### src/rtl/ram_access_seq_if.sv
// Request/response and RAM-side signals of the byte-serial RAM access sequencer.
// The "slave" modport is the sequencer's view; "master" is the core/RAM environment's view.
interface ram_access_seq_if #(
  parameter int unsigned ADDR_WIDTH = 12
);
  logic                  start;
  logic                  is_write;
  logic [1:0]            size;
  logic [ADDR_WIDTH-1:0] address;
  logic [31:0]           wdata;
  logic [31:0]           rdata;
  logic                  busy;
  logic                  done;
  logic [ADDR_WIDTH-1:0] mem_address;
  logic [7:0]            mem_data_out;
  logic [7:0]            mem_data_in;
  logic                  mem_write_enable;

  modport master (
    output start, is_write, size, address, wdata, mem_data_in,
    input  rdata, busy, done, mem_address, mem_data_out, mem_write_enable
  );

  modport slave (
    input  start, is_write, size, address, wdata, mem_data_in,
    output rdata, busy, done, mem_address, mem_data_out, mem_write_enable
  );
endinterface

### src/rtl/ram_access_seq.sv
// Splits an 8/16/32-bit little-endian load/store into consecutive byte accesses on a byte RAM
// with one-cycle registered read data, and reassembles load bytes into a 32-bit word.
module ram_access_seq #(
  parameter int unsigned ADDR_WIDTH = 12
) (
  input logic              clk,
  input logic              reset,
  ram_access_seq_if.slave  bus
);

  typedef enum logic [1:0] {StIdle, StWrite, StRead, StReadLast} state_e;

  state_e                r_state, w_state;
  logic [1:0]            r_last, w_last;          // byte count minus one
  logic [31:0]           r_wdata, w_wdata;
  logic [2:0]            r_edge, w_edge;          // edges seen since acceptance
  logic [31:0]           r_rdata, w_rdata;
  logic                  r_busy, w_busy;
  logic                  r_done, w_done;
  logic [ADDR_WIDTH-1:0] r_mem_address, w_mem_address;
  logic [7:0]            r_mem_data_out, w_mem_data_out;
  logic                  r_mem_we, w_mem_we;

  logic [1:0]            w_next_idx;
  logic [1:0]            w_capture_idx;
  logic [2:0]            w_last_ext;

  assign w_next_idx    = r_edge[1:0] + 2'd1;
  // Read data lags the address by two edges, so the byte landing now is edge count minus one.
  assign w_capture_idx = r_edge[1:0] - 2'd1;
  assign w_last_ext    = {1'b0, r_last};

  always_comb begin
    w_state        = r_state;
    w_last         = r_last;
    w_wdata        = r_wdata;
    w_edge         = r_edge;
    w_rdata        = r_rdata;
    w_busy         = r_busy;
    w_done         = 1'b0;
    w_mem_address  = r_mem_address;
    w_mem_data_out = r_mem_data_out;
    w_mem_we       = r_mem_we;

    unique case (r_state)
      StIdle: begin
        if (bus.start) begin
          unique case (bus.size)
            2'b00:   w_last = 2'd0;
            2'b01:   w_last = 2'd1;
            default: w_last = 2'd3;
          endcase
          w_wdata        = bus.wdata;
          w_edge         = 3'd0;
          w_busy         = 1'b1;
          w_mem_address  = bus.address;
          w_mem_we       = bus.is_write;
          w_mem_data_out = bus.wdata[7:0];
          if (bus.is_write) begin
            w_state = StWrite;
          end else begin
            w_rdata = 32'd0;
            w_state = (w_last == 2'd0) ? StReadLast : StRead;
          end
        end
      end

      StWrite: begin
        if (r_edge == w_last_ext) begin
          w_mem_we = 1'b0;
          w_busy   = 1'b0;
          w_done   = 1'b1;
          w_edge   = 3'd0;
          w_state  = StIdle;
        end else begin
          w_edge         = r_edge + 3'd1;
          w_mem_address  = r_mem_address + 1'b1;
          w_mem_data_out = r_wdata[{w_next_idx, 3'b000} +: 8];
        end
      end

      StRead, StReadLast: begin
        w_edge = r_edge + 3'd1;
        if (r_edge != 3'd0) begin
          w_rdata[{w_capture_idx, 3'b000} +: 8] = bus.mem_data_in;
        end
        if (r_state == StRead) begin
          w_mem_address = r_mem_address + 1'b1;
          if (r_edge + 3'd1 == w_last_ext) begin
            w_state = StReadLast;
          end
        end else if (r_edge == w_last_ext + 3'd1) begin
          w_busy  = 1'b0;
          w_done  = 1'b1;
          w_edge  = 3'd0;
          w_state = StIdle;
        end
      end

      default: w_state = StIdle;
    endcase
  end

  always_ff @(posedge clk or posedge reset) begin
    if (reset) begin
      r_state        <= StIdle;
      r_last         <= 2'd0;
      r_wdata        <= 32'd0;
      r_edge         <= 3'd0;
      r_rdata        <= 32'd0;
      r_busy         <= 1'b0;
      r_done         <= 1'b0;
      r_mem_address  <= '0;
      r_mem_data_out <= 8'd0;
      r_mem_we       <= 1'b0;
    end else begin
      r_state        <= w_state;
      r_last         <= w_last;
      r_wdata        <= w_wdata;
      r_edge         <= w_edge;
      r_rdata        <= w_rdata;
      r_busy         <= w_busy;
      r_done         <= w_done;
      r_mem_address  <= w_mem_address;
      r_mem_data_out <= w_mem_data_out;
      r_mem_we       <= w_mem_we;
    end
  end

  assign bus.rdata            = r_rdata;
  assign bus.busy             = r_busy;
  assign bus.done             = r_done;
  assign bus.mem_address      = r_mem_address;
  assign bus.mem_data_out     = r_mem_data_out;
  assign bus.mem_write_enable = r_mem_we;

endmodule

### src/flat_wrapper.sv
// flat-port wrapper written by rule: the top's interface ports become plain ports
module ram_access_seq_flat 
#(
  parameter int unsigned ADDR_WIDTH = 12
)
  (clk, reset, bus_start, bus_is_write, bus_size, bus_address, bus_wdata, bus_mem_data_in, bus_rdata, bus_busy, bus_done, bus_mem_address, bus_mem_data_out, bus_mem_write_enable);
  ram_access_seq_if #(.ADDR_WIDTH(ADDR_WIDTH)) bus_i ();
  input logic clk;
  input logic reset;
  input wire logic [$bits(bus_i.start)-1:0] bus_start;
  input wire logic [$bits(bus_i.is_write)-1:0] bus_is_write;
  input wire logic [$bits(bus_i.size)-1:0] bus_size;
  input wire logic [$bits(bus_i.address)-1:0] bus_address;
  input wire logic [$bits(bus_i.wdata)-1:0] bus_wdata;
  input wire logic [$bits(bus_i.mem_data_in)-1:0] bus_mem_data_in;
  output wire logic [$bits(bus_i.rdata)-1:0] bus_rdata;
  output wire logic [$bits(bus_i.busy)-1:0] bus_busy;
  output wire logic [$bits(bus_i.done)-1:0] bus_done;
  output wire logic [$bits(bus_i.mem_address)-1:0] bus_mem_address;
  output wire logic [$bits(bus_i.mem_data_out)-1:0] bus_mem_data_out;
  output wire logic [$bits(bus_i.mem_write_enable)-1:0] bus_mem_write_enable;
  assign bus_i.start = bus_start;
  assign bus_i.is_write = bus_is_write;
  assign bus_i.size = bus_size;
  assign bus_i.address = bus_address;
  assign bus_i.wdata = bus_wdata;
  assign bus_i.mem_data_in = bus_mem_data_in;
  assign bus_rdata = bus_i.rdata;
  assign bus_busy = bus_i.busy;
  assign bus_done = bus_i.done;
  assign bus_mem_address = bus_i.mem_address;
  assign bus_mem_data_out = bus_i.mem_data_out;
  assign bus_mem_write_enable = bus_i.mem_write_enable;
  ram_access_seq #(.ADDR_WIDTH(ADDR_WIDTH)) u_core (.clk(clk), .reset(reset), .bus(bus_i));
endmodule
### config.mk
export PLATFORM = sky130hd
export DESIGN_NAME = ram_access_seq_flat
export DESIGN_NICKNAME = d
export VERILOG_FILES = /design/src/rtl/ram_access_seq_if.sv /design/src/rtl/ram_access_seq.sv /design/src/flat_wrapper.sv
export SDC_FILE = /design/constraint.sdc
export NUM_CORES = 1
export LEC_CHECK = 0
export ABC_CLOCK_PERIOD_IN_PS = 4400
export CAP_MARGIN = 20
export CORE_AREA = 2 2 95 97
export CTS_BUF_LIST = sky130_fd_sc_hd__clkbuf_4
export DETAILED_ROUTE_END_ITERATION = 16
export DIE_AREA = 0 0 97 99
export PLACE_DENSITY = 0.86
export SETUP_SLACK_MARGIN = 0.05
export SLEW_MARGIN = 10
export SYNTH_ARGS = -nofsm -noshare
export SYNTH_HDL_FRONTEND = slang
export SYNTH_SLANG_ARGS = --single-unit
export TNS_END_PERCENT = 30
### constraint.sdc
create_clock -name clk -period 4.4 [get_ports clk]
set_input_delay 0.66 -clock clk [delete_from_list [all_inputs] [get_ports clk]]
set_output_delay 0.66 -clock clk [all_outputs]
set_load 0.005 [all_outputs]
### After elaboration in Yosys (flattened, before gate mapping)

Cells that the tools add are included.

| word-level totals | value |
|---|---|
| register bits after elaboration | 94 |
| input port bits | 58 |
| output and inout bits | 55 |
| word-level logic and storage cells | 89 |

| cells by class | value |
|---|---|
| add/subtract/negate cells | 6 |
| equality and inequality tests | 17 |
| shift operators | 3 |
| muxes and demuxes | 39 |
| reduce and logical (&&, ||, !) cells | 14 |

Operators with widths:

| cell | number |
|---|---|
| 32-bit 2-to-1 mux | 3 |
| 32-bit one-hot mux with 2 select lines | 1 |
| 12-bit 2-to-1 mux | 3 |
| 12-bit one-hot mux with 3 select lines | 1 |
| 32-bit bitwise mux | 1 |
| 8-bit by 7-bit variable shift with 32-bit output, first input constant | 1 |
| 32-bit by 6-bit variable part select with 8-bit output | 1 |
| 8-bit by 7-bit variable part select with 32-bit output | 1 |
| 2-bit 2-to-1 mux | 8 |
| 8-bit 2-to-1 mux | 2 |
| 8-bit one-hot mux with 2 select lines | 1 |
| 12-bit by 1-bit adder with 12-bit output, second input constant | 1 |
| 3-bit 2-to-1 mux | 4 |
| 4-bit AND reduction | 3 |
| 1-bit 2-to-1 mux | 9 |
| 3-bit one-hot mux with 3 select lines | 1 |
| 3-bit AND reduction | 3 |
| 2-bit by 1-bit != test with 1-bit output, second input constant | 4 |
| 2-bit != test, second input constant | 4 |
| 5-bit negator with 7-bit output | 1 |
| 3-bit by 2-bit equality test with 1-bit output | 2 |
| 2-bit logical NOT | 3 |
| 2-bit one-hot mux with 3 select lines | 1 |
| 2-bit by 1-bit equality test with 1-bit output, second input constant | 2 |
| 15 further kinds | 18 |

### Logic depth before layout (Yosys ltp)

Gate-level depths: netlist (run 1).

| logic depth | value |
|---|---|
| depth after elaboration | 9 |
| mapped depth | 9 |
| gate-level depth less buffers | 6 |

### Least setup slack after synthesis (run 1)

Ideal clock, no wire load.

| timing path | value |
|---|---|
| kind | flip-flop to flip-flop |
| from | register u_core.r_edge[0] |
| to | register u_core.r_mem_data_out[0], in the netlist u_core.bus.mem_data_out[0] |
| setup time | 125 ps |
| arrival | 2089 ps |
| data required time | 4275 ps |
| slack | 2186 ps |
| stages on the path, launching flop included | 9 |
| path buffers | 3 |
| period minus slack after synthesis | 2214 ps |
| cell sequence | dfrtp_1 buf_6 buf_12 inv_1 ha_1 buf_2 mux4_2 mux2_2 mux2_4 |

| on the way | value |
|---|---|
| word-level cells in the longest chain between the ends | 4 |
| elaborated cells on any way between the ends | 7 |
| those cells by class | 1 x add/sub; 2 x eq/ne; 1 x shift; 2 x mux; 1 x reduce/logical |

RTL lines:

| element | RTL line | text |
|---|---|---|
| start: declaration | ram_access_seq.sv:16 | `logic [2:0] r_edge, w_edge;` |
| start signal: assignment | ram_access_seq.sv:120 | `r_edge <= w_edge;` |
| 2-bit by 1-bit adder with 2-bit output | ram_access_seq.sv:28 | `assign w_next_idx = r_edge[1:0] + 2'd1;` |
| 32-bit by 6-bit variable part select with 8-bit output | ram_access_seq.sv:78 | `w_mem_data_out = r_wdata[{w_next_idx, 3'b000} +: 8];` |
| 8-bit 2-to-1 mux | ram_access_seq.sv:69 | `if (r_edge == w_last_ext) begin` |
| 8-bit one-hot mux with 2 select lines | ram_access_seq.sv:45 | `unique case (r_state)` |
| end signal: assignment | ram_access_seq.sv:125 | `r_mem_data_out <= w_mem_data_out;` |
| end: declaration | ram_access_seq.sv:21 | `logic [7:0] r_mem_data_out, w_mem_data_out;` |

Several ways; a longest one is shown, not always the timed one. The select of a mux whose other input is x is not followed.
A chain may end at the register's enable or synchronous reset.

### Worst setup path after layout (run 1)

| timing path | value |
|---|---|
| from | register u_core.r_edge[0] |
| to | register u_core.r_rdata[15], in the netlist u_core.bus.rdata[15] |

| on the way | value |
|---|---|
| word-level cells in the longest chain between the ends | 6 |
| elaborated cells on any way between the ends | 10 |
| those cells by class | 2 x add/sub; 1 x eq/ne; 2 x shift; 3 x mux; 2 x reduce/logical |

RTL lines:

| element | RTL line | text |
|---|---|---|
| 2-bit by 1-bit subtractor with 2-bit output | ram_access_seq.sv:30 | `assign w_capture_idx = r_edge[1:0] - 2'd1;` |
| 5-bit negator with 7-bit output | ram_access_seq.sv:85 | `w_rdata[{w_capture_idx, 3'b000} +: 8] = bus.mem_data_in;` |
| 8-bit by 7-bit variable part select with 32-bit output / 8-bit by 7-bit variable shift with 32-bit output (equally long branches) | ram_access_seq.sv:85 |  |
| 32-bit bitwise mux | ram_access_seq.sv:85 |  |
| 32-bit 2-to-1 mux | ram_access_seq.sv:84 | `if (r_edge != 3'd0) begin` |
| 32-bit one-hot mux with 2 select lines | ram_access_seq.sv:45 |  |
| end signal: assignment | ram_access_seq.sv:121 | `r_rdata <= w_rdata;` |
| end: declaration | ram_access_seq.sv:17 | `logic [31:0] r_rdata, w_rdata;` |

Several ways; a longest one is shown, not always the timed one. The select of a mux whose other input is x is not followed.

==> results of run 1 <==
==> stage by stage <==
stage	power (W)	instance area, um2	utilization, %
final	0.00397	5930	69.4
after global routing	0.00422	5930	69.4
after CTS	0.00399	5910	69.1
after detailed placement	0.00350	5760	67.3
after floorplan	0.00289	4620	-
after global placement	0.00340	5760	67.3
==> worst paths after layout <==
| path | endpoint | start |
|---|---|---|
| max reg2reg | u_core.bus.rdata[15]$_DFFE_PP0P_ | u_core.r_edge[0]$_DFFE_PP0P_ |
| max in group asynchronous | u_core.bus.mem_data_out[7]$_DFFE_PP0P_ | reset |
| min in group clk | u_core.bus.busy$_DFFE_PP0P_ | u_core.bus.busy$_DFFE_PP0P_ |
| min reg2reg | u_core.bus.busy$_DFFE_PP0P_ | u_core.bus.busy$_DFFE_PP0P_ |
| max | u_core.bus.rdata[15]$_DFFE_PP0P_ | u_core.r_edge[0]$_DFFE_PP0P_ |
| min | u_core.r_wdata[25]$_DFFE_PP0P_ | reset |
==> flip-flops by register name, indices dropped and copies added, names as in the netlist <==
name and flops:
u_core.bus.done 1, u_core.r_wdata 32, u_core.bus.mem_address 12, u_core.bus.busy 1
u_core.r_last 2, u_core.bus.mem_write_enable 1, u_core.bus.rdata 32, u_core.r_state 2
u_core.r_edge 3, u_core.bus.mem_data_out 8
==> area by class of cell <==
cell class / count / area [um2] / share of cell area (%)
clock buffers: 9 / 67.6 / 1.14
clock inverters: 7 / 81.3 / 1.37
inverters: 15 / 57.6 / 0.970
multi-input cells: 240 / 2060 / 34.7
flip-flops and latches: 94 / 2350 / 39.6
well taps: 108 / 135 / 2.28
repair buffers: 117 / 1180 / 19.9
==> report_power, final <==
group | internal (W) | total [W] | switching, W
Sequential | 0.00120 | 0.00152 | 0.000316
Clock | 0.000182 | 0.000493 | 0.000311
Combinational | 0.00112 | 0.00196 | 0.000841
Total | 0.00250 | 0.00397 | 0.00147
==> metal layers <==
metal	part of all wire (%)	track usage [%]	vias up
li1	-	-	1574
met1	45	30.5	1678
met2	50	36.0	102
met3	4.4	3.62	9
met4	1.1	6.72	0
met5	0	0	-
==> worst reg2reg max path: cells and delay by family, from the launching register on <==
family / cells / cell delay [ns]
muxes: 1 / 0.17
and+or+nand+nor: 3 / 0.84
adders and majority gates: 1 / 0.78
DFF: 1 / 0.91
buffers and inverters: 1 / 0.24
==> cell usage in the layout, fill, tap and decap left out, types with 8 or more instances in the layout <==
master	synthesis	final
inv_1	15	14
o21ai_0	16	16
clkdlybuf4s50_1	0	112
nand2_1	23	23
a31oi_1	8	8
a22o_1	18	18
clkbuf_4	0	9
mux2_2	42	42
dfrtp_1	94	94
mux2_4	8	8
mux2i_1	9	9
a21oi_1	14	14
nor2_1	16	16
==> kinds of logic (layout without fill, tap and decap cells) <==
| logic type | after synthesis | count (layout) | synth area share (%) |
|---|---|---|---|
| compound gates | 87 | 87 | 13.9 |
| xor+xnor | 5 | 5 | 1.11 |
| fa+ha+maj | 7 | 7 | 1.90 |
| buf+inv | 39 | 148 | 4.36 |
| flops | 94 | 94 | 51.0 |
| mux | 67 | 67 | 18.9 |
| simple gates | 74 | 74 | 8.86 |
==> impl_metrics.csv, run 1 <==
group,metric,value,unit
yosys,synth_area,0.00462,mm2
placed_design,pre_cts_slack,1.36,ns
drt,drcViolationCount,0,
global_route,grt_pass1_wl,16900,um
setup_path,crit_buf_inv,1,
drt,drt_iter0_drc,128,
sta,hold_ws,0.439,ns
yosys,synthCells,373,
placed_design,port_buffers,112,
yosys,yosysWarnings,0,
yosys,dominantRegCellSynth,"dfrtp_1",
drt,firstDrtPassIters,4,
cells_and_area,nFillCells,618,
flow_run,maxCapViolCount,0,
placed_design,hpwl,7720,um
drt,vias,3363,
setup_path,crit_type,"reg -> reg",
cells_and_area,syn_to_final_growth,28.6,%
global_route,grt_pass1_vias,3320,
drt,detail_route.wl_per_cell,17.7,um
cells_and_area,instances_no_fill,590,
sta,setup-violations-final,0,
power_and_ir_drop,power_density,669,mW/mm2
clocking,clock_sinks,94,
yosys,synth_commonest_cells,"dfrtp_1, mux2_2, nand2_1, a22o_1",
yosys,synthDominantCellAreaShare,51.0,%
setup_path,crit_top_cell,"nand2_1",
power_and_ir_drop,p_leak,2.46,nW
global_route,grt_max_degree,61,
setup_path,critical_path.max_fanout,16,
floorplan,io_pins,113,
clocking,tritoncts,"done",
yosys,yosysMostFrequentCell,"dfrtp_1",
cells_and_area,antenna_cells,0,
setup_path,critPathTopFamily,"flip-flops",
sta,slew_viol_final,0,
outcome,outcome,"finished, final reports clean",
placed_design,gp_congestion,0.843,
clocking,cts_root_buf,"clkbuf_4",
yosys,synth_edf_count,0,
clocking,insertion_delay,0.44,ns
yosys,synth.distinct_cells,57,
setup_path,cp-start-kind,"flop",
sta,fin_worst_skew,0.0237,ns
setup_path,reg2reg_setup_slack,1.40,ns
yosys,seq_area_frac_synth,51.0,%
setup_path,worst_r2r_path_depth,6,
setup_path,cp.depth,6,
global_route,antenna_found_initial,0,
yosys,ys_ff_latch,94,
floorplan,start_util,54.0,%
floorplan,die_area,0.00960,mm2
setup_path,crit_path_end_kind,"flop",
placed_design,dp_cells,573,
setup_path,required,4.76,ns
setup_path,path_cells,"inv_1 > ha_1 > nand2_1 > nor3_1 > nand2_1 > mux2i_1",
global_route,grt-ovfl-total,0,
sta,rsz0062_at_grt,"false",
sta,layout_setup_ws,1.40,ns
floorplan,coreArea,0.00855,mm2
yosys,synth.largest_area_cell,"dfrtp_1",
sta,final_hold_viol_count,0,
sta,fin_crit_sh,68.3,%
cells_and_area,drive_gt1_share,18.3,%
clocking,path_clk_slew,0.16,ns
global_route,grt_usage,22.0,%
sta,min_period,3.00,ns
floorplan,die_y,99,um
floorplan,rows,34,
setup_path,slowest_delay,0.91,ns
yosys,synthTopCellsByArea,"dfrtp_1, mux2_2, a22o_1, mux2_4, mux4_2",
hold_path,hp-class,"in -> async",
yosys,syn_nets,438,
setup_path,cp.arrival,3.37,ns
drt,vias_per_cell,5.70,
sta,tightest_slew,1.04,ns
sta,fmax,333,MHz
drt,ant_nets,0,
setup_path,cp_slowest_cell,"dfrtp_1",
drt,wirelength,10500,um
sta,slew-limit-headroom,30.8,%
clocking,cts-resized-gates,0,
clocking,cts_setup_buffers,0,
sta,tns,0,ns
clocking,cts_made_buffers,9,
floorplan,die_x,97,um
yosys,synth-async-reset-ratio,100,%
cells_and_area,final_nets,542,
clocking,cts_htree_levels,3,
yosys,syn_avg_cell_area,12.4,um2
clocking,hold_buffers,0,
clocking,clockBufferDepth,2,
power_and_ir_drop,irDropWorstVdd,308,uV
Power figures use the tool's default switching activity.
==> run 2: changes to the inputs <==
Settings changed: ABC_CLOCK_PERIOD_IN_PS 4400 to 2470, CORE_AREA 2 2 95 97 to 2 2 104 106, DIE_AREA 0 0 97 99 to 0 0 106 108, PLACE_DENSITY 0.86 to 0.76.
Clock period 4.4 ns to 2.47 ns, I/O delays scaled along.
==> run 2 against run 1 <==
Worst setup slack worse by 1.0 ns. Routed wire length is 3.2% higher. Highest routed layer unchanged. Via count is 1.6% higher. Combinational power is 90% higher. Sequential power is 71% higher. Register-to-register slack worse by 1.0 ns. Largest power group unchanged. Clock skew is 0.0090 ns lower. Non-clock buffer count is 12 higher. Power is 83% higher. First-iteration DRC count is 1.6% lower.
==> impl_metrics.csv, run 2 (same netlist as run 1, synthesis figures left out) <==
group,metric,value,unit
clocking,cts_root_buf,"clkbuf_4",
power_and_ir_drop,clkPwrFrac,13.0,%
global_route,grt_pass1_vias,3547,
setup_path,crit_path_end_kind,"flop",
drt,wirelength,10800,um
drt,detail_route.wl_per_cell,17.1,um
power_and_ir_drop,p_sw_share,36.0,%
power_and_ir_drop,p_seq_share,35.7,%
sta,fin_crit_sh,84.7,%
drt,firstDrtPassIters,4,
floorplan,start_util,45.1,%
setup_path,cp-start-kind,"flop",
floorplan,die_y,108,um
setup_path,crit_type,"reg -> reg",
setup_path,critical_path.max_fanout,10,
global_route,grt_usage,19.8,%
power_and_ir_drop,p_int,0.00466,W
cells_and_area,antenna_cells,0,
drt,vias,3417,
power_and_ir_drop,finalPower,0.00728,W
global_route,grt-ovfl-total,0,
clocking,path_clk_slew,0.15,ns
clocking,clockBufferDepth,2,
cells_and_area,final_common_cell,"clkdlybuf4s50_1",
sta,slew-limit-headroom,50.3,%
sta,tns,0,ns
global_route,grt_max_degree,32,
drt,ant_nets,0,
drt,drt_iter0_drc,126,
sta,slew_viol_final,0,
sta,min_period,2.09,ns
setup_path,reg2reg_setup_slack,0.38,ns
global_route,grt_pass1_wl,17800,um
power_and_ir_drop,irDropWorstVdd,514,uV
clocking,cts_setup_buffers,0,
flow_run,maxCapViolCount,0,
outcome,outcome,"finished, final reports clean",
placed_design,hpwl,7960,um
power_and_ir_drop,power_density,1200,mW/mm2
global_route,antenna_found_initial,0,
cells_and_area,drive_gt1_share,20.2,%
placed_design,gp_congestion,0.871,
hold_path,hp-class,"in -> async",
sta,setup-violations-final,0,
sta,fin_worst_skew,0.0147,ns
clocking,hold_buffers,0,
clocking,cts_made_buffers,9,
floorplan,rows,37,
clocking,cts_htree_levels,3,
floorplan,io_pins,113,
sta,fmax,478,MHz
power_and_ir_drop,p_leak,2.53,nW
clocking,clock_sinks,94,
sta,rsz0062_at_grt,"false",
clocking,tritoncts,"done",
placed_design,port_buffers,112,
drt,vias_per_cell,5.42,
power_and_ir_drop,p_comb_share,51.3,%
floorplan,coreArea,0.0102,mm2
power_and_ir_drop,switchingPower,0.00262,W
setup_path,required,2.80,ns
cells_and_area,final_nets,554,
floorplan,die_area,0.0114,mm2
drt,drcViolationCount,0,
setup_path,cp.arrival,2.42,ns
cells_and_area,syn_to_final_growth,31.7,%
sta,tightest_slew,0.745,ns
clocking,cts-resized-gates,0,
sta,final_hold_viol_count,0,
cells_and_area,final_cell_mix,"clkdlybuf4s50_1, dfrtp_1, mux2_2, nand2_1, a22o_1",
floorplan,die_x,106,um
clocking,insertion_delay,0.43,ns
run 2: cell count changes in the layout (fill, tap and decap cells not counted):
cell,change
buf_12,+2
buf_16,-1
buf_4,+11
bufinv_16,+1
clkinv_4,-1
inv_6,+2
inv_8,-2
run 2: metrics by stage:
stage               setup WS [ns]  hold WS (ns)  util (%)  instance area [um2]  instances
floorplan                   0.256         0.472         -                 4620        373
global placement            0.335         0.472      57.8                 5920        614
detailed placement          0.243         0.489      57.8                 5920        614
CTS                         0.375         0.381      59.4                 6080        630
global route                0.296         0.396      59.4                 6080        630
finish                      0.378         0.387      59.4                 6080        630
run 2: worst max-delay path: stages, from the launching register on:
cell,delay [ns]
dfrtp_1,0.37
inv_1,0.09
ha_1,0.42
buf_4,0.26
mux4_2,0.32
mux2_2,0.27
mux2_4,0.25
run 2: area by class of cell:
| cell class | count | area, um2 |
|---|---|---|
| fillers | 834 | 4150 |
| inverters | 15 | 60.1 |
| repair buffers | 129 | 1270 |
| multi-input cells | 240 | 2060 |
| clock buffers | 9 | 67.6 |
| well taps | 136 | 170 |
| flip-flops and latches | 94 | 2350 |
| clock inverters | 7 | 95.1 |
run 2: worst paths after layout:
path	startpoint	endpoint	cells after the start
max	u_core.r_edge[0]$_DFFE_PP0P_	u_core.bus.mem_data_out[3]$_DFFE_PP0P_	6
min	reset	u_core.bus.rdata[31]$_DFFE_PP0P_	2
max reg2reg	u_core.r_edge[0]$_DFFE_PP0P_	u_core.bus.mem_data_out[3]$_DFFE_PP0P_	6
min reg2reg	u_core.r_wdata[30]$_DFFE_PP0P_	u_core.r_wdata[30]$_DFFE_PP0P_	1
max in group asynchronous	reset	u_core.r_wdata[8]$_DFFE_PP0P_	3
min in group clk	u_core.r_wdata[30]$_DFFE_PP0P_	u_core.r_wdata[30]$_DFFE_PP0P_	1
run 2: power groups by stage:
stage	Combinational [W]	Clock, W	Sequential, W
global placement	0.00364	0	0.00259
global route	0.00406	0.00104	0.00268
finish	0.00373	0.000948	0.00260
CTS	0.00377	0.000973	0.00260
detailed placement	0.00376	0	0.00263
floorplan	0.00265	0	0.00250
run 2: routing by layer:
layer	part of all wire, %	global-route usage [%]
met5	0	0
met3	5.8	5.00
met1	44	26.3
met4	1.3	5.17
met2	49	32.8
==> variant 1, RTL diff (flow settings as in run 2) <==
Encoding of `state_e`: now one-hot (4 bits for 4 states).
--- a/src/rtl/ram_access_seq.sv
+++ b/src/rtl/ram_access_seq.sv
@@ -8,7 +8,7 @@
   ram_access_seq_if.slave  bus
 );
 
-  typedef enum logic [1:0] {StIdle, StWrite, StRead, StReadLast} state_e;
+  typedef enum logic [3:0] {StIdle = 4'b0001, StWrite = 4'b0010, StRead = 4'b0100, StReadLast = 4'b1000} state_e;
 
   state_e                r_state, w_state;
   logic [1:0]            r_last, w_last;          // byte count minus one
Function: no difference found for any inputs over 4 cycles, from zero or initial values and one cycle with reset high; so few cycles prove little.
==> variant 1 against run 2 <==
Cell count increased by 4.9%; final area increased by 1.8%; combinational power decreased by 22%; sequential share of layout area increased by 0.14 points; wire length decreased by 4.1%; count of clock-buffer cells in the layout unchanged; total power decreased by 15%; sequential cell count increased by 2; non-clock buffer count decreased by 8; worst hold slack got worse by 0.016 ns; area after synthesis increased by 3.7%; first-iteration DRC count increased by 44%; setup slack got worse by 0.16 ns; critical path type unchanged; critical endpoint is now u_core.bus.mem_address[0].
==> variant 1: results (changes against run 2) <==
{| class="wikitable"
! Metric !! Value
|-
| Outcome || finished, final reports clean
|-
| Met2 Wirelength || 4972 µm (-6.0%)
|-
| Routed metal-1 wirelength || 4598 µm (-2.8%)
|-
| Post-Route WL || 10350 µm (-4.1%)
|-
| Number of synthesis warnings || 0 (unchanged)
|-
| Net count after synthesis || 478 (+9.1%)
|-
| Power per cell area || 1002 nW/µm² (-16%)
|-
| Routed vias/inst || 5.295 (-2.4%)
|-
| Half-perimeter wire length after placement || 7493 µm (-5.8%)
|-
| Detailed-routed wire length on met3 || 645 µm (+2.9%)
|-
| Post-synthesis sequential area ratio || 0.5021 (-0.007532)
|-
| Via count of the first global-routing pass || 3561 (+0.39%)
|-
| Fraction of final layout cells sized beyond drive strength 1 || 0.1619 (-0.04052)
|-
| Largest cells by area after synthesis || dfrtp_1 (50%), mux2_2 (8.0%), mux2i_1 (5.6%), mux4_2 (3.8%), a22o_1 (3.3%)
|-
| Number of antenna violations at the first check in global routing || 0 (unchanged)
|-
| Max-slew headroom at the worst pin || 0.6220 (+0.1195)
|-
| Pin count of the biggest net entering global routing || 97 (+200%)
|-
| Peak VDD IR || 516.6 µV (+0.52%)
|-
| Post-route clock skew || 0.02353 ns (+0.008867 ns)
|-
| Max Fanout on Critical Path || 13 (+3)
|-
| Total track usage || 0.1873 (-0.01085)
|-
| Global-route wire length before repair || 17080 µm (-4.2%)
|-
| Critical Path AT || 2.62 ns (+0.20 ns)
|-
| Starting DRT DRC Count || 182 (+44%)
|-
| FILL cells || 845 (+1.3%)
|-
| Cell variety after synth || 51 (-11%)
|-
| Hold Crit Class || input port to async pin
|-
| Placer congestion estimate || 0.8118 (-6.8%)
|-
| Leakage power of the design || 2.446 nW (-3.3%)
|-
| Total Nets Final || 586 (+5.8%)
|}
## variant 1: changes by cell type after synthesis, moves of 5 or more
cell	delta
mux2i_1	+18
nand3_1	+8
nand4_1	+5
o22a_1	-7
mux2_4	-8
mux2_2	-8
a2bb2oi_1	+6
nand2_1	+10
inv_1	+8
a21oi_1	+12
a31oi_1	-6
## variant 1: through the flow
step	total power [mW]	cells
2_1_floorplan	4.552	412
3_3_place_gp	5.385	645
3_5_place_dp	5.495	645
4_1_cts	6.261	661
5_1_grt	6.649	661
6_report	6.206	661
## variant 1: final timing paths
check | slack [ns] | endpoint | start | depth (start not counted)
max reg2reg | 0.22 | u_core.bus.mem_address[0] | u_core.r_state[2] | 6
min in group clk | 0.52 | u_core.bus.rdata[31] | u_core.bus.rdata[31] | 1
min | 0.37 | u_core.bus.done | reset | 3
max | 0.22 | u_core.bus.mem_address[0] | u_core.r_state[2] | 6
min reg2reg | 0.52 | u_core.bus.rdata[31] | u_core.bus.rdata[31] | 1
max in group asynchronous | 1.65 | u_core.bus.rdata[23] | reset | 3
## variant 1: layer usage
metal	vias to the layer above	global-route usage
li1	1703	-
met1	1676	0.2451
met2	109	0.3106
met3	12	0.04400
met4	0	0.06109
met5	-	0
## variant 1: what timing repair did
item / 4_1_cts / 5_1_grt
endpoints found under the hold margin: 0 / 0
setup buffers: 0 / 0
gates resized for setup: 0 / 2
hold buffers: 0 / 0
endpoints found under the setup margin: 0 / 13
## variant 1: worst max-delay path, stage by stage (launching register included)
cell and delay (ns):
dfrtp_1 0.54, or2_1 0.41, nor3_2 0.21, buf_4 0.26
a22o_1 0.46, o21ai_0 0.16, o21ai_1 0.14
## variant 1: power by group
part | total (mW) | internal [mW] | switching, mW
Combinational | 2.91 | 1.55 | 1.36
Sequential | 2.52 | 2.09 | 0.437
Clock | 0.770 | 0.216 | 0.554
## variant 1: cells by family after synthesis
kind of cell             after synthesis  share of synthesized area
AND/OR/NAND/NOR                      100                     0.1187
flip-flops                            96                     0.5021
AO/OA/AOI/OAI                         85                     0.1239
multiplexers                          69                     0.1741
buffers and inverters                 47                    0.04600
adder cells (fa/ha/maj)                8                    0.02091
XOR/XNOR                               7                    0.01438
## variant 1: cell type report
class,instances,share of cell area
Clock inverter,7,0.008892
Clock buffer,9,0.01091
Tap cell,136,0.02749
Timing Repair Buffer,121,0.1960
Sequential cell,96,0.3882
Multi-Input combinational cell,269,0.3539
Inverter,23,0.01455
==> variant 2, RTL diff (config.mk and constraints of run 2) <==
Made on the original files. `ADDR_WIDTH` is set to 12 in 3 places; all go to 13.
--- a/src/rtl/ram_access_seq_if.sv
+++ b/src/rtl/ram_access_seq_if.sv
@@ -1,7 +1,7 @@
 // Request/response and RAM-side signals of the byte-serial RAM access sequencer.
 // The "slave" modport is the sequencer's view; "master" is the core/RAM environment's view.
 interface ram_access_seq_if #(
-  parameter int unsigned ADDR_WIDTH = 12
+  parameter int unsigned ADDR_WIDTH = 13
 );
   logic                  start;
   logic                  is_write;
--- a/src/rtl/ram_access_seq.sv
+++ b/src/rtl/ram_access_seq.sv
@@ -1,7 +1,7 @@
 // Splits an 8/16/32-bit little-endian load/store into consecutive byte accesses on a byte RAM
 // with one-cycle registered read data, and reassembles load bytes into a 32-bit word.
 module ram_access_seq #(
-  parameter int unsigned ADDR_WIDTH = 12
+  parameter int unsigned ADDR_WIDTH = 13
 ) (
   input logic              clk,
   input logic              reset,
--- a/src/flat_wrapper.sv
+++ b/src/flat_wrapper.sv
@@ -1,7 +1,7 @@
 // flat-port wrapper written by rule: the top's interface ports become plain ports
 module ram_access_seq_flat 
 #(
-  parameter int unsigned ADDR_WIDTH = 12
+  parameter int unsigned ADDR_WIDTH = 13
 )
   (clk, reset, bus_start, bus_is_write, bus_size, bus_address, bus_wdata, bus_mem_data_in, bus_rdata, bus_busy, bus_done, bus_mem_address, bus_mem_data_out, bus_mem_write_enable);
   ram_access_seq_if #(.ADDR_WIDTH(ADDR_WIDTH)) bus_i ();
Ports: changed (resized bus_address and bus_mem_address); port bits go from 113 to 115. The function was not compared with the original's and may differ.
==> variant 2 against run 2 <==
Area after synthesis fell by 0.76%; wire length rose by 2.9%; setup slack got worse by 0.11 ns; via count rose by 8.3%; combinational power fell by 9.4%; sequential cell count rose by 1; critical path depth fell by 1; count of clock-buffer cells in the layout rose by 1; total power fell by 4.5%; final area barely moved; core utilization barely moved; largest power group unchanged.
==> variant 2: results (changes against run 2) <==
{| class="wikitable"
! Metric !! Value
|-
| Top cell types by occurrence after synthesis || dfrtp_1 (95), nand2_1 (53), mux2_2 (33)
|-
| Max Fanout on Critical Path || 12 (+2)
|-
| Peak VDD IR || 476.3 µV (-7.3%)
|-
| Seq/total area || 0.3912 (+0.004356)
|-
| Worst hold slack || 0.3361 ns (-0.05115 ns)
|-
| Worst setup slack before clock tree synthesis || 0.2570 ns (+0.01390 ns)
|-
| Critical Path AT || 2.57 ns (+0.15 ns)
|-
| Number of multi-input logic gates || 281 (+17%)
|-
| Net count after synthesis || 476 (+8.7%)
|-
| Global-route wire length before repair || 18170 µm (+1.9%)
|-
| Placer congestion estimate || 0.8461 (-2.8%)
|-
| Number of cell instances on the worst register-to-register path || 5 (-1)
|-
| Non-clock buffer count || 128 (-0.78%)
|-
| Fmax achieved || 453.9 MHz (-5.0%)
|-
| Fraction of synthesized cell area in xor and xnor cells || 0.01311 (+0.001997)
|-
| Share of synthesized area spent on multiplexers || 0.1248 (-0.06465)
|-
| Outcome || finished, final reports clean
|-
| Critical path destination || u_core.bus.rdata[7]
|-
| Cells after DPL || 649 (+5.7%)
|-
| Clock tree cell share of total cell area || 0.02368 (-0.003072)
|-
| Half-perimeter wire length after placement || 8316 µm (+4.5%)
|-
| Max-slew headroom at the worst pin || 0.3874 (-0.1151)
|-
| Cell variety after synth || 58 (+1.8%)
|-
| Final Instance Count excl. Fillers || 665 (+5.6%)
|-
| Switch share || 0.3772 (+0.01734)
|-
| Avg Cell Area, Syn || 11.17 µm² (-9.7%)
|-
| Total Nets Final || 590 (+6.5%)
|-
| Number of buffers inserted by port buffering || 114 (+1.8%)
|-
| Number of logic inverters in the finished layout || 9 (-6)
|-
| Power per cell area || 1143 nW/µm² (-4.4%)
|-
| Total track usage || 0.2008 (+0.002640)
|-
| Placement Cell Area || 5933 µm² (+0.25%)
|-
| Post-synthesis compound-gate area fraction || 0.1683 (+0.02974)
|-
| Starting DRT DRC Count || 240 (+90%)
|-
| Detailed-route wire length per cell || 16.70 µm (-2.5%)
|}
-- variant 2: changes by cell type in the layout (fill, tap and decap cells not counted), sizes merged, moves of 4 or more --
| cell | run 2 | this run |
|---|---|---|
| mux2 | 50 | 33 |
| a21oi | 16 | 11 |
| mux2i | 9 | 2 |
| xnor2 | 0 | 4 |
| nor2 | 16 | 25 |
| o211ai | 0 | 4 |
| nand3 | 1 | 5 |
| nand4 | 3 | 10 |
| and3 | 5 | 0 |
| inv | 16 | 9 |
| nand2 | 23 | 53 |
| a31oi | 8 | 13 |
| o21ai | 18 | 24 |
-- variant 2: routing by layer --
layer  global-route usage  part of all wire  vias up  routed length (µm)
met5                    0                 0        -                   0
li1                     -                 -     1739                   -
met4              0.07707             0.017        0                 184
met3              0.04400             0.063       16                 696
met2               0.3313              0.49      130                5421
met1               0.2615              0.43     1817                4805
-- variant 2: critical path: stages, from the launching register on --
cell and delay, ns:
dfrtp_1 0.52, inv_1 0.19, ha_1 0.59, nand2_1 0.15, nor4b_4 0.47, a22o_1 0.21
